**src/rtl/vending_machine_gen2.sv**
```systemverilog
// vending_machine_gen2
//   Parametrised vending controller. It tracks per-product stock and per-denomination
//   coin inventory, credits inserted coins into that inventory and pays change greedily,
//   one coin per cycle.
//
// Build option:
//   VM_CANCEL_EN  when defined, i_cancel in RECEIVE refunds the inserted credit through
//                 the change path (no dispense, no stock decrement). When undefined,
//                 i_cancel is ignored but the port is kept.
//
// Ports:
//   clk                 clock
//   i_rst               synchronous active-high reset
//   i_product_code      selected product
//   i_product_strobe    product select pulse
//   i_currency_code     inserted coin denomination
//   i_currency_strobe   coin inserted pulse
//   i_cancel            cancel request pulse
//   o_busy              transaction in progress
//   o_ready_to_receive  coins accepted this cycle (combinational)
//   o_credit            credit in RECEIVE/EVAL, change owed in CHANGE, else 0
//   o_product           latched product
//   o_change            denomination paid, valid with o_change_strobe
//   o_change_strobe     one coin paid
//   o_no_change         change could not be completed
//   o_give_strobe       dispense product
//   o_sold_out          selection rejected

module vending_machine_gen2 #(
    parameter int unsigned N_PRODUCTS = 4,
    parameter int unsigned N_COINS    = 8,
    parameter int unsigned MONEY_W    = 16,
    parameter logic [N_PRODUCTS*MONEY_W-1:0] PRICES =
        {16'd150, 16'd300, 16'd200, 16'd100},
    parameter logic [N_COINS*MONEY_W-1:0] COIN_VALUES =
        {16'd500, 16'd200, 16'd100, 16'd50, 16'd25, 16'd10, 16'd5, 16'd1},
    parameter int unsigned CNT_W      = 8,
    parameter int unsigned STOCK_INIT = 5,
    parameter int unsigned COIN_INIT  = 10,
    localparam int unsigned PW = (N_PRODUCTS > 1) ? $clog2(N_PRODUCTS) : 1,
    localparam int unsigned CW = (N_COINS > 1) ? $clog2(N_COINS) : 1
) (
    input  logic               clk,
    input  logic               i_rst,
    input  logic [PW-1:0]      i_product_code,
    input  logic               i_product_strobe,
    input  logic [CW-1:0]      i_currency_code,
    input  logic               i_currency_strobe,
    input  logic               i_cancel,
    output logic               o_busy,
    output logic               o_ready_to_receive,
    output logic [MONEY_W-1:0] o_credit,
    output logic [PW-1:0]      o_product,
    output logic [CW-1:0]      o_change,
    output logic               o_change_strobe,
    output logic               o_no_change,
    output logic               o_give_strobe,
    output logic               o_sold_out
);

    typedef enum logic [2:0] {
        StIdle,
        StReceive,
        StEval,
        StChange,
        StGive,
        StDone
    } state_e;

    state_e             state_q;
    logic [MONEY_W-1:0] credit_q;
    logic [MONEY_W-1:0] owed_q;
    logic               refund_q;
    logic [PW-1:0]      product_q;
    logic               busy_q;
    logic [CW-1:0]      change_q;
    logic               change_strobe_q;
    logic               no_change_q;
    logic               give_strobe_q;
    logic               sold_out_q;
    logic [CNT_W-1:0]   stock_q    [N_PRODUCTS];
    logic [CNT_W-1:0]   coin_cnt_q [N_COINS];

    // Unpacked views of the packed price / coin tables.
    logic [MONEY_W-1:0] price_val [N_PRODUCTS];
    logic [MONEY_W-1:0] coin_val  [N_COINS];

    for (genvar g = 0; g < N_PRODUCTS; g++) begin : g_price
        assign price_val[g] = PRICES[g*MONEY_W +: MONEY_W];
    end

    for (genvar g = 0; g < N_COINS; g++) begin : g_coin
        assign coin_val[g] = COIN_VALUES[g*MONEY_W +: MONEY_W];
    end

`ifdef VM_CANCEL_EN
`else
    logic unused_cancel;
    assign unused_cancel = i_cancel;
`endif

    logic               prod_valid;
    logic               prod_avail;
    logic               coin_valid;
    logic [MONEY_W:0]   credit_sum;
    logic [MONEY_W-1:0] price_sel;

    assign prod_valid = 32'(i_product_code) < N_PRODUCTS;
    assign prod_avail = prod_valid && (stock_q[i_product_code] != '0);
    assign coin_valid = 32'(i_currency_code) < N_COINS;
    // Extra bit catches credit overflow; such a coin is simply not accepted.
    assign credit_sum = {1'b0, credit_q} + {1'b0, coin_val[i_currency_code]};
    assign price_sel  = price_val[product_q];

    // Greedy pick: highest denomination that fits the owed amount and is in stock.
    logic               pick_found;
    logic [CW-1:0]      pick_idx;
    logic [MONEY_W-1:0] pick_val;

    always_comb begin
        pick_found = 1'b0;
        pick_idx   = '0;
        pick_val   = '0;
        for (int k = 0; k < N_COINS; k++) begin
            if (coin_val[k] <= owed_q && coin_cnt_q[k] != '0) begin
                pick_found = 1'b1;
                pick_idx   = CW'(k);
                pick_val   = coin_val[k];
            end
        end
    end

    always_ff @(posedge clk) begin
        if (i_rst) begin
            state_q         <= StIdle;
            credit_q        <= '0;
            owed_q          <= '0;
            refund_q        <= 1'b0;
            product_q       <= '0;
            busy_q          <= 1'b0;
            change_q        <= '0;
            change_strobe_q <= 1'b0;
            no_change_q     <= 1'b0;
            give_strobe_q   <= 1'b0;
            sold_out_q      <= 1'b0;
            for (int i = 0; i < N_PRODUCTS; i++) begin
                stock_q[i] <= CNT_W'(STOCK_INIT);
            end
            for (int i = 0; i < N_COINS; i++) begin
                coin_cnt_q[i] <= CNT_W'(COIN_INIT);
            end
        end else begin
            change_strobe_q <= 1'b0;
            no_change_q     <= 1'b0;
            give_strobe_q   <= 1'b0;
            sold_out_q      <= 1'b0;

            case (state_q)
                StIdle: begin
                    if (i_product_strobe) begin
                        if (prod_avail) begin
                            product_q <= i_product_code;
                            busy_q    <= 1'b1;
                            credit_q  <= '0;
                            state_q   <= StReceive;
                        end else begin
                            sold_out_q <= 1'b1;
                        end
                    end
                end

                StReceive: begin
`ifdef VM_CANCEL_EN
                    // Cancel beats a coin arriving in the same cycle.
                    if (i_cancel) begin
                        owed_q   <= credit_q;
                        refund_q <= 1'b1;
                        state_q  <= StChange;
                    end else
`endif
                    if (i_currency_strobe && coin_valid && !credit_sum[MONEY_W]) begin
                        credit_q <= credit_sum[MONEY_W-1:0];
                        if (coin_cnt_q[i_currency_code] != {CNT_W{1'b1}}) begin
                            coin_cnt_q[i_currency_code] <=
                                coin_cnt_q[i_currency_code] + CNT_W'(1);
                        end
                        state_q <= StEval;
                    end
                end

                StEval: begin
                    if (credit_q < price_sel) begin
                        state_q <= StReceive;
                    end else if (credit_q == price_sel) begin
                        state_q <= StGive;
                    end else begin
                        owed_q  <= credit_q - price_sel;
                        state_q <= StChange;
                    end
                end

                StChange: begin
                    if (owed_q == '0) begin
                        state_q <= refund_q ? StDone : StGive;
                    end else if (pick_found) begin
                        change_q               <= pick_idx;
                        change_strobe_q        <= 1'b1;
                        coin_cnt_q[pick_idx]   <= coin_cnt_q[pick_idx] - CNT_W'(1);
                        owed_q                 <= owed_q - pick_val;
                        if (owed_q == pick_val) begin
                            state_q <= refund_q ? StDone : StGive;
                        end
                    end else begin
                        // Shortfall is forfeited.
                        no_change_q <= 1'b1;
                        owed_q      <= '0;
                        state_q     <= refund_q ? StDone : StGive;
                    end
                end

                StGive: begin
                    give_strobe_q <= 1'b1;
                    if (stock_q[product_q] != '0) begin
                        stock_q[product_q] <= stock_q[product_q] - CNT_W'(1);
                    end
                    state_q <= StDone;
                end

                StDone: begin
                    busy_q   <= 1'b0;
                    credit_q <= '0;
                    owed_q   <= '0;
                    refund_q <= 1'b0;
                    state_q  <= StIdle;
                end

                default: begin
                    busy_q  <= 1'b0;
                    state_q <= StIdle;
                end
            endcase
        end
    end

    always_comb begin
        o_credit = '0;
        case (state_q)
            StReceive, StEval: o_credit = credit_q;
            StChange:          o_credit = owed_q;
            default:           o_credit = '0;
        endcase
    end

    assign o_ready_to_receive = (state_q == StReceive);
    assign o_busy             = busy_q;
    assign o_product          = product_q;
    assign o_change           = change_q;
    assign o_change_strobe    = change_strobe_q;
    assign o_no_change        = no_change_q;
    assign o_give_strobe      = give_strobe_q;
    assign o_sold_out         = sold_out_q;

endmodule

```
**config.mk**
```make
export PLATFORM = sky130hd
export DESIGN_NAME = vending_machine_gen2
export DESIGN_NICKNAME = d
export VERILOG_FILES = /design/src/rtl/vending_machine_gen2.sv
export SDC_FILE = /design/constraint.sdc
export NUM_CORES = 1
export LEC_CHECK = 0
export CORE_ASPECT_RATIO = 1.75
export CORE_MARGIN = 1
export CORE_UTILIZATION = 40
export CTS_CLUSTER_SIZE = 28
export DETAILED_ROUTE_END_ITERATION = 10
export PLACE_DENSITY = 0.66
export SYNTH_ARGS = -nofsm -noshare
export SYNTH_HDL_FRONTEND = slang
export SYNTH_SLANG_ARGS = --single-unit
```
**constraint.sdc**
```tcl
create_clock -name clk -period 14 [get_ports clk]
set_input_delay 4.2 -clock clk [delete_from_list [all_inputs] [get_ports clk]]
set_output_delay 4.2 -clock clk [all_outputs]
set_load 0.01 [all_outputs]
```
==> results of run 1 <==
-- sequential cells by signal, summed over array words and instances, names as in the netlist, 2 cells and up, named ones only --
register / count
o_change: 3
coin_cnt_q: 64
stock_q: 32
o_product: 2
credit_q: 16
owed_q: 16
state_q: 3
-- placed cells by master, fill, tap and decap left out, drive strengths merged, types with 31 or more instances in the layout --
cell type,count
nor2,130
edfxtp,96
nand2,73
inv,49
dfxtp,47
a21oi,47
o21ai,40
ha,39
nor3,37
nand3,37
nor4,37
clkdlybuf4s50,34
xnor2,31
-- power groups by stage --
stage / logic [mW] / registers, mW / clock network [mW]
after global placement: 0.448 / 0.486 / 0
after floorplan: 0.344 / 0.478 / 0
final: 0.467 / 0.478 / 0.441
after global routing: 0.503 / 0.479 / 0.463
after detailed placement: 0.453 / 0.487 / 0
after CTS: 0.456 / 0.477 / 0.443
-- cells in the mapped netlist (12+ instances only) --
master,n
nor2_1,130
edfxtp_1,96
nand2_1,72
dfxtp_1,47
a21oi_1,46
clkbuf_1,41
inv_1,40
ha_1,39
nand3_1,37
nor3_1,37
nor4_1,35
o21ai_0,34
mux2i_1,30
xnor2_1,30
mux4_2,24
a22o_1,20
nand2b_1,15
a211oi_1,14
and3_1,12
-- worst min path at each step --
stage                            from     endpoint  slack, ps
after floorplan           o_change[2]  o_change[2]        480
after global placement    o_change[2]  o_change[2]        450
after detailed placement  o_change[2]  o_change[2]        460
after CTS                 o_change[2]  o_change[2]        470
after global routing           o_busy       o_busy        500
final                     o_change[2]  o_change[2]        470
-- final cells by class --
| class | count | area, um^2 |
|---|---|---|
| clock inverter | 14 | 124 |
| clock buffer | 18 | 429 |
| multi-input combinational | 761 | 5370 |
| sequential | 143 | 3820 |
| timing repair buffer | 45 | 418 |
| tap | 304 | 380 |
| fill | 2185 | 12600 |
| inverter | 41 | 154 |
-- through the flow --
stage	instance area (um^2)	cells	utilization
finish	10700	1326	0.459
global route	10700	1326	0.459
CTS	10700	1325	0.458
detailed placement	10100	1293	0.435
global placement	10100	1293	0.435
floorplan	9540	992	-
-- layer usage --
| layer | wire, um | vias to the layer above |
|---|---|---|
| li1 | - | 3786 |
| met1 | 10100 | 3953 |
| met2 | 16300 | 361 |
| met3 | 1480 | 119 |
| met4 | 2130 | 0 |
| met5 | 0 | - |
-- cells by family after synthesis --
kind of cell,count (synthesis)
xor+xnor,42
compound gates,219
buf+inv,88
flops,143
mux,60
fa+ha+maj,42
simple gates,398
-- critical path: stages --
cell	delay (ps)
clkdlybuf4s50_1	450
buf_4	350
inv_1	200
ha_1	250
mux2_2	290
inv_1	80
fa_1	190
nor2b_1	70
o21a_1	180
o21ai_0	280
a21oi_1	140
a31oi_1	470
o21ai_0	330
nor4_1	480
a22o_1	520
nand2_1	400
nand2b_1	610
==> metrics, run 1 <==
status=finished, final reports clean; vias per cell=6.20; Final nets=1061; crit path kind=primary input to flop; Setup TNS=0 ps; total power per unit cell area=129 nW/um^2; clock power share=0.318; FFs w/ async S/R, synth=0; grt ovf=0; post-synth top area share=0.302; Cell Area, Synth=9540 um^2; endpoints failing setup=0; Mapped Cells=992; total power=1.39 mW; post-cts sizing count=0; core area=23300 um^2; Post-synth EDFFs=96; Port Buffer Count=35; vias in the first global route=8260; busiest grt layer=met2; slew at the pin closest to its max-slew limit=1240 ps; Detail Route Antenna Nets=0; M1 GR Usage=0.242; post-DR wirelength/cell=22.6 um; Post-Synth Simple-Gate Area=0.206; worst slack, placed=4130 ps; CTS tree=yes; Yosys reg bits=143; Critical Path RT=14080 ps; Most used DFF post-synth=edfxtp_1; Final Hold Viols=0; Num CTS Buffers=17; Setup Fix Bufs, Post-CTS=0; Fin Hold WS=466 ps; Synth Area in Adders=0.0575; Distinct cells, synth=81; Worst Setup SP=i_currency_code[0]; worst r2r src=coin_cnt_q[4][1]; Gate power share=0.337; layout cell share with drive strength beyond 1=0.0939; fin crit period=9450 ps; CTS sink cnt=143; Final Wtd Congestion=0.955; largest net degree at the start of global routing=53; Max Cap Viol=0; critical path endpoint=coin_cnt_q[5][3]; XOR/XNOR Fraction of Synth Area=0.0405; Worst Path Max Fanout=21; Max VDD drop=0.0000924 V; Die Wd=119 um; GRT Util Overall=0.255; Global Route met3 Usage=0.0464; die footprint=24500 um^2; Startpoint Class=primary input; period utilization=0.675; Initial Utilization=0.409; CTS Root Cell=clkbuf_16; DP HPWL=22500 um; largest family of logic cells by synthesized area=simple AND/OR/NAND/NOR gates; sw power=517 uW; crit path DAT=9530 ps; first-pass GRT wire length=46600 um; area grow syn2layout=12.2%; Hold Buf Count CTS=0; final wirelength=30000 um; clk buf depth=2; Clock Skew=9.49 ps; CTS clk-pin slew, worst paths=70 ps; Reg2Reg Depth=11; H-tree depth=4; post-synthesis compound-gate area fraction=0.163; r2r endpoint=coin_cnt_q[3][4]; FF-to-FF setup slack=7860 ps; register area share after synthesis=0.401; GRT met2 Usage=0.483; Peak Freq=106 MHz; post-route DRC violation count=0; slew margin rel.=0.163; switch share=0.373; mux contribution to synthesized area=0.0952; sequential power share=0.345; P_leak=3.75 nW; hold depth=2; total number of vias=8219; # IOs=37; top cell type by total area after synthesis=edfxtp_1; antenna violations before repair=0; Die Y=206 um; Ys Warns=0; Rows=74; DRT Pass-1 Iters=6; syn_nets=1044; CP endpoint kind=flop; Avg Inst Size Synth=9.62 um^2; max-slew violations=0; ant diodes=0; dominant cells by area after synthesis=edfxtp_1 (30%), dfxtp_1 (9.9%), mux4_2 (5.7%); number of DRC markers in iteration 0=814; unrepaired setup endpoints after global routing=false; Final WS setup=4550 ps; hold crit path type=flop to flop; Int Pwr=868 uW; Clk Latency, worst-skew pair=450 ps
(Power assumes the default switching activity.)
==> run 2, diff against run 1 <==
Settings changed: PLACE_DENSITY 0.66 to 0.68.
Clock period 14 ns to 7.65 ns, I/O delays scaled along.
==> metrics, run 2 (same netlist as run 1, synthesis figures left out) <==
status=finished, final reports clean (unchanged); Clk Latency, worst-skew pair=440 ps (was 450 ps); core area=23300 um^2 (unchanged); Top reg by flops=coin_cnt_q (unchanged); Max Cap Viol=0 (unchanged); antenna violations before repair=0 (unchanged); Die Y=206 um (unchanged); post-DR wirelength/cell=22.3 um (was 22.6 um); CTS Root Cell=clkbuf_16 (unchanged); CTS clk-pin slew, worst paths=60 ps (was 70 ps); Clock Skew=12.5 ps (was 9.49 ps); P_leak=3.81 nW (was 3.75 nW); H-tree depth=4 (unchanged); Detail Route Antenna Nets=0 (unchanged); Placed Cells=1299 (was 1293); ant diodes=0 (unchanged); Final nets=1066 (was 1061); max-slew violations=0 (unchanged); Critical Path RT=7720 ps (was 14080 ps); slew margin rel.=0.182 (was 0.163); largest net degree at the start of global routing=52 (was 53); # IOs=37 (unchanged); crit path DAT=7020 ps (was 9530 ps); HP Start=o_change[2] (unchanged); Setup TNS=0 ps (unchanged); number of DRC markers in iteration 0=782 (was 814); Rows=74 (unchanged); Startpoint Class=primary input (unchanged); area grow syn2layout=13.3% (was 12.2%); vias in the first global route=8372 (was 8260); die footprint=24500 um^2 (unchanged); total power per unit cell area=240 nW/um^2 (was 129 nW/um^2); commonest non-fill, non-tap cell in the layout=nor2_1 (unchanged); CP endpoint kind=flop (unchanged); vias per cell=6.16 (was 6.20); Num CTS Buffers=17 (unchanged); clk buf depth=2 (unchanged); Initial Utilization=0.409 (unchanged); fin cells=1331 (was 1326); endpoints failing setup=0 (unchanged); grt ovf=0 (unchanged); total number of vias=8198 (was 8219); Final Wtd Congestion=0.959 (was 0.955); GRT Util Overall=0.250 (was 0.255); Worst Path Max Fanout=8 (was 21); final wirelength=29700 um (was 30000 um); CTS tree=yes (unchanged); unrepaired setup endpoints after global routing=false (unchanged); CTS sink cnt=143 (unchanged); Largest register FFs=64 (unchanged); crit path kind=primary input to flop (unchanged); commonest non-fill, non-tap cells in the layout=nor2_1 (130), edfxtp_1 (96), nand2_1 (72) (unchanged); Peak Freq=144 MHz; Top Registers=coin_cnt_q: 64 flops, stock_q: 32 flops (unchanged); hold crit path type=flop to flop (unchanged); layout cell share with drive strength beyond 1=0.0974 (was 0.0939); Hold Buf Count CTS=0 (unchanged); worst r2r src=coin_cnt_q[5][0] (was coin_cnt_q[4][1]); Fin Hold WS=467 ps (was 466 ps); DRT Pass-1 Iters=6 (unchanged); slew at the pin closest to its max-slew limit=1220 ps (was 1240 ps); Max VDD drop=0.000175 V (was 0.0000924 V); fin crit period=6950 ps; first-pass GRT wire length=46000 um (was 46600 um); Port Buffer Count=35 (unchanged); Die Wd=119 um (unchanged); DP HPWL=22800 um (was 22500 um); Worst Setup SP=i_currency_code[0] (unchanged); post-cts sizing count=0 (unchanged); Final Hold Viols=0 (unchanged); post-route DRC violation count=0 (unchanged); Setup Fix Bufs, Post-CTS=0 (unchanged); period utilization=0.908
run 2: path summary, 6_finish.rpt:
check,end,slack (ps),cells past startpoint
max,coin_cnt_q[7][5],700,16
min,o_change[2],470,2
max reg2reg,coin_cnt_q[1][7],1270,12
min reg2reg,o_change[2],470,2
run 2: per-stage QoR:
step / setup WS [ps] / power [mW] / area [um^2] / util
floorplan: 835 / 1.50 / 9540 / -
global placement: 398 / 1.71 / 10200 / 0.437
detailed placement: 332 / 1.72 / 10200 / 0.437
CTS: 743 / 2.59 / 10800 / 0.463
global route: 402 / 2.70 / 10800 / 0.463
finish: 703 / 2.60 / 10800 / 0.463
run 2: routing by layer:
metal,global-route usage,up-vias,wire length (um)
met2,0.485,328,16400
li1,-,3784,-
met5,0,-,0
met3,0.0356,114,1100
met1,0.228,3972,10000
met4,0.206,0,2180
run 2: cell type report:
type	count	area, um^2
Timing Repair Buffer	50	458
Clock inverter	11	126
Multi-Input combinational cell	761	5380
Tap cell	304	380
Fill cell	2223	12500
Inverter	41	154
Sequential cell	143	3820
Clock buffer	21	483
run 2: worst max-delay path, stage by stage:
cell,delay [ps]
clkdlybuf4s50_1,630
inv_1,190
ha_1,250
mux2_2,280
inv_1,80
fa_1,180
nor2b_1,60
o21a_1,180
o21ai_0,280
a21oi_1,140
a31oi_1,480
o21ai_0,320
nor4_1,440
a22o_1,330
nand2_1,290
nand2b_1,570
run 2: report_power, final:
group	leakage (nW)	total, mW	switching [mW]	internal [mW]
sequential	1.29	0.875	0.0295	0.845
combinational	2.23	0.850	0.530	0.319
clock	0.298	0.870	0.349	0.521
total	3.81	2.60	0.909	1.69
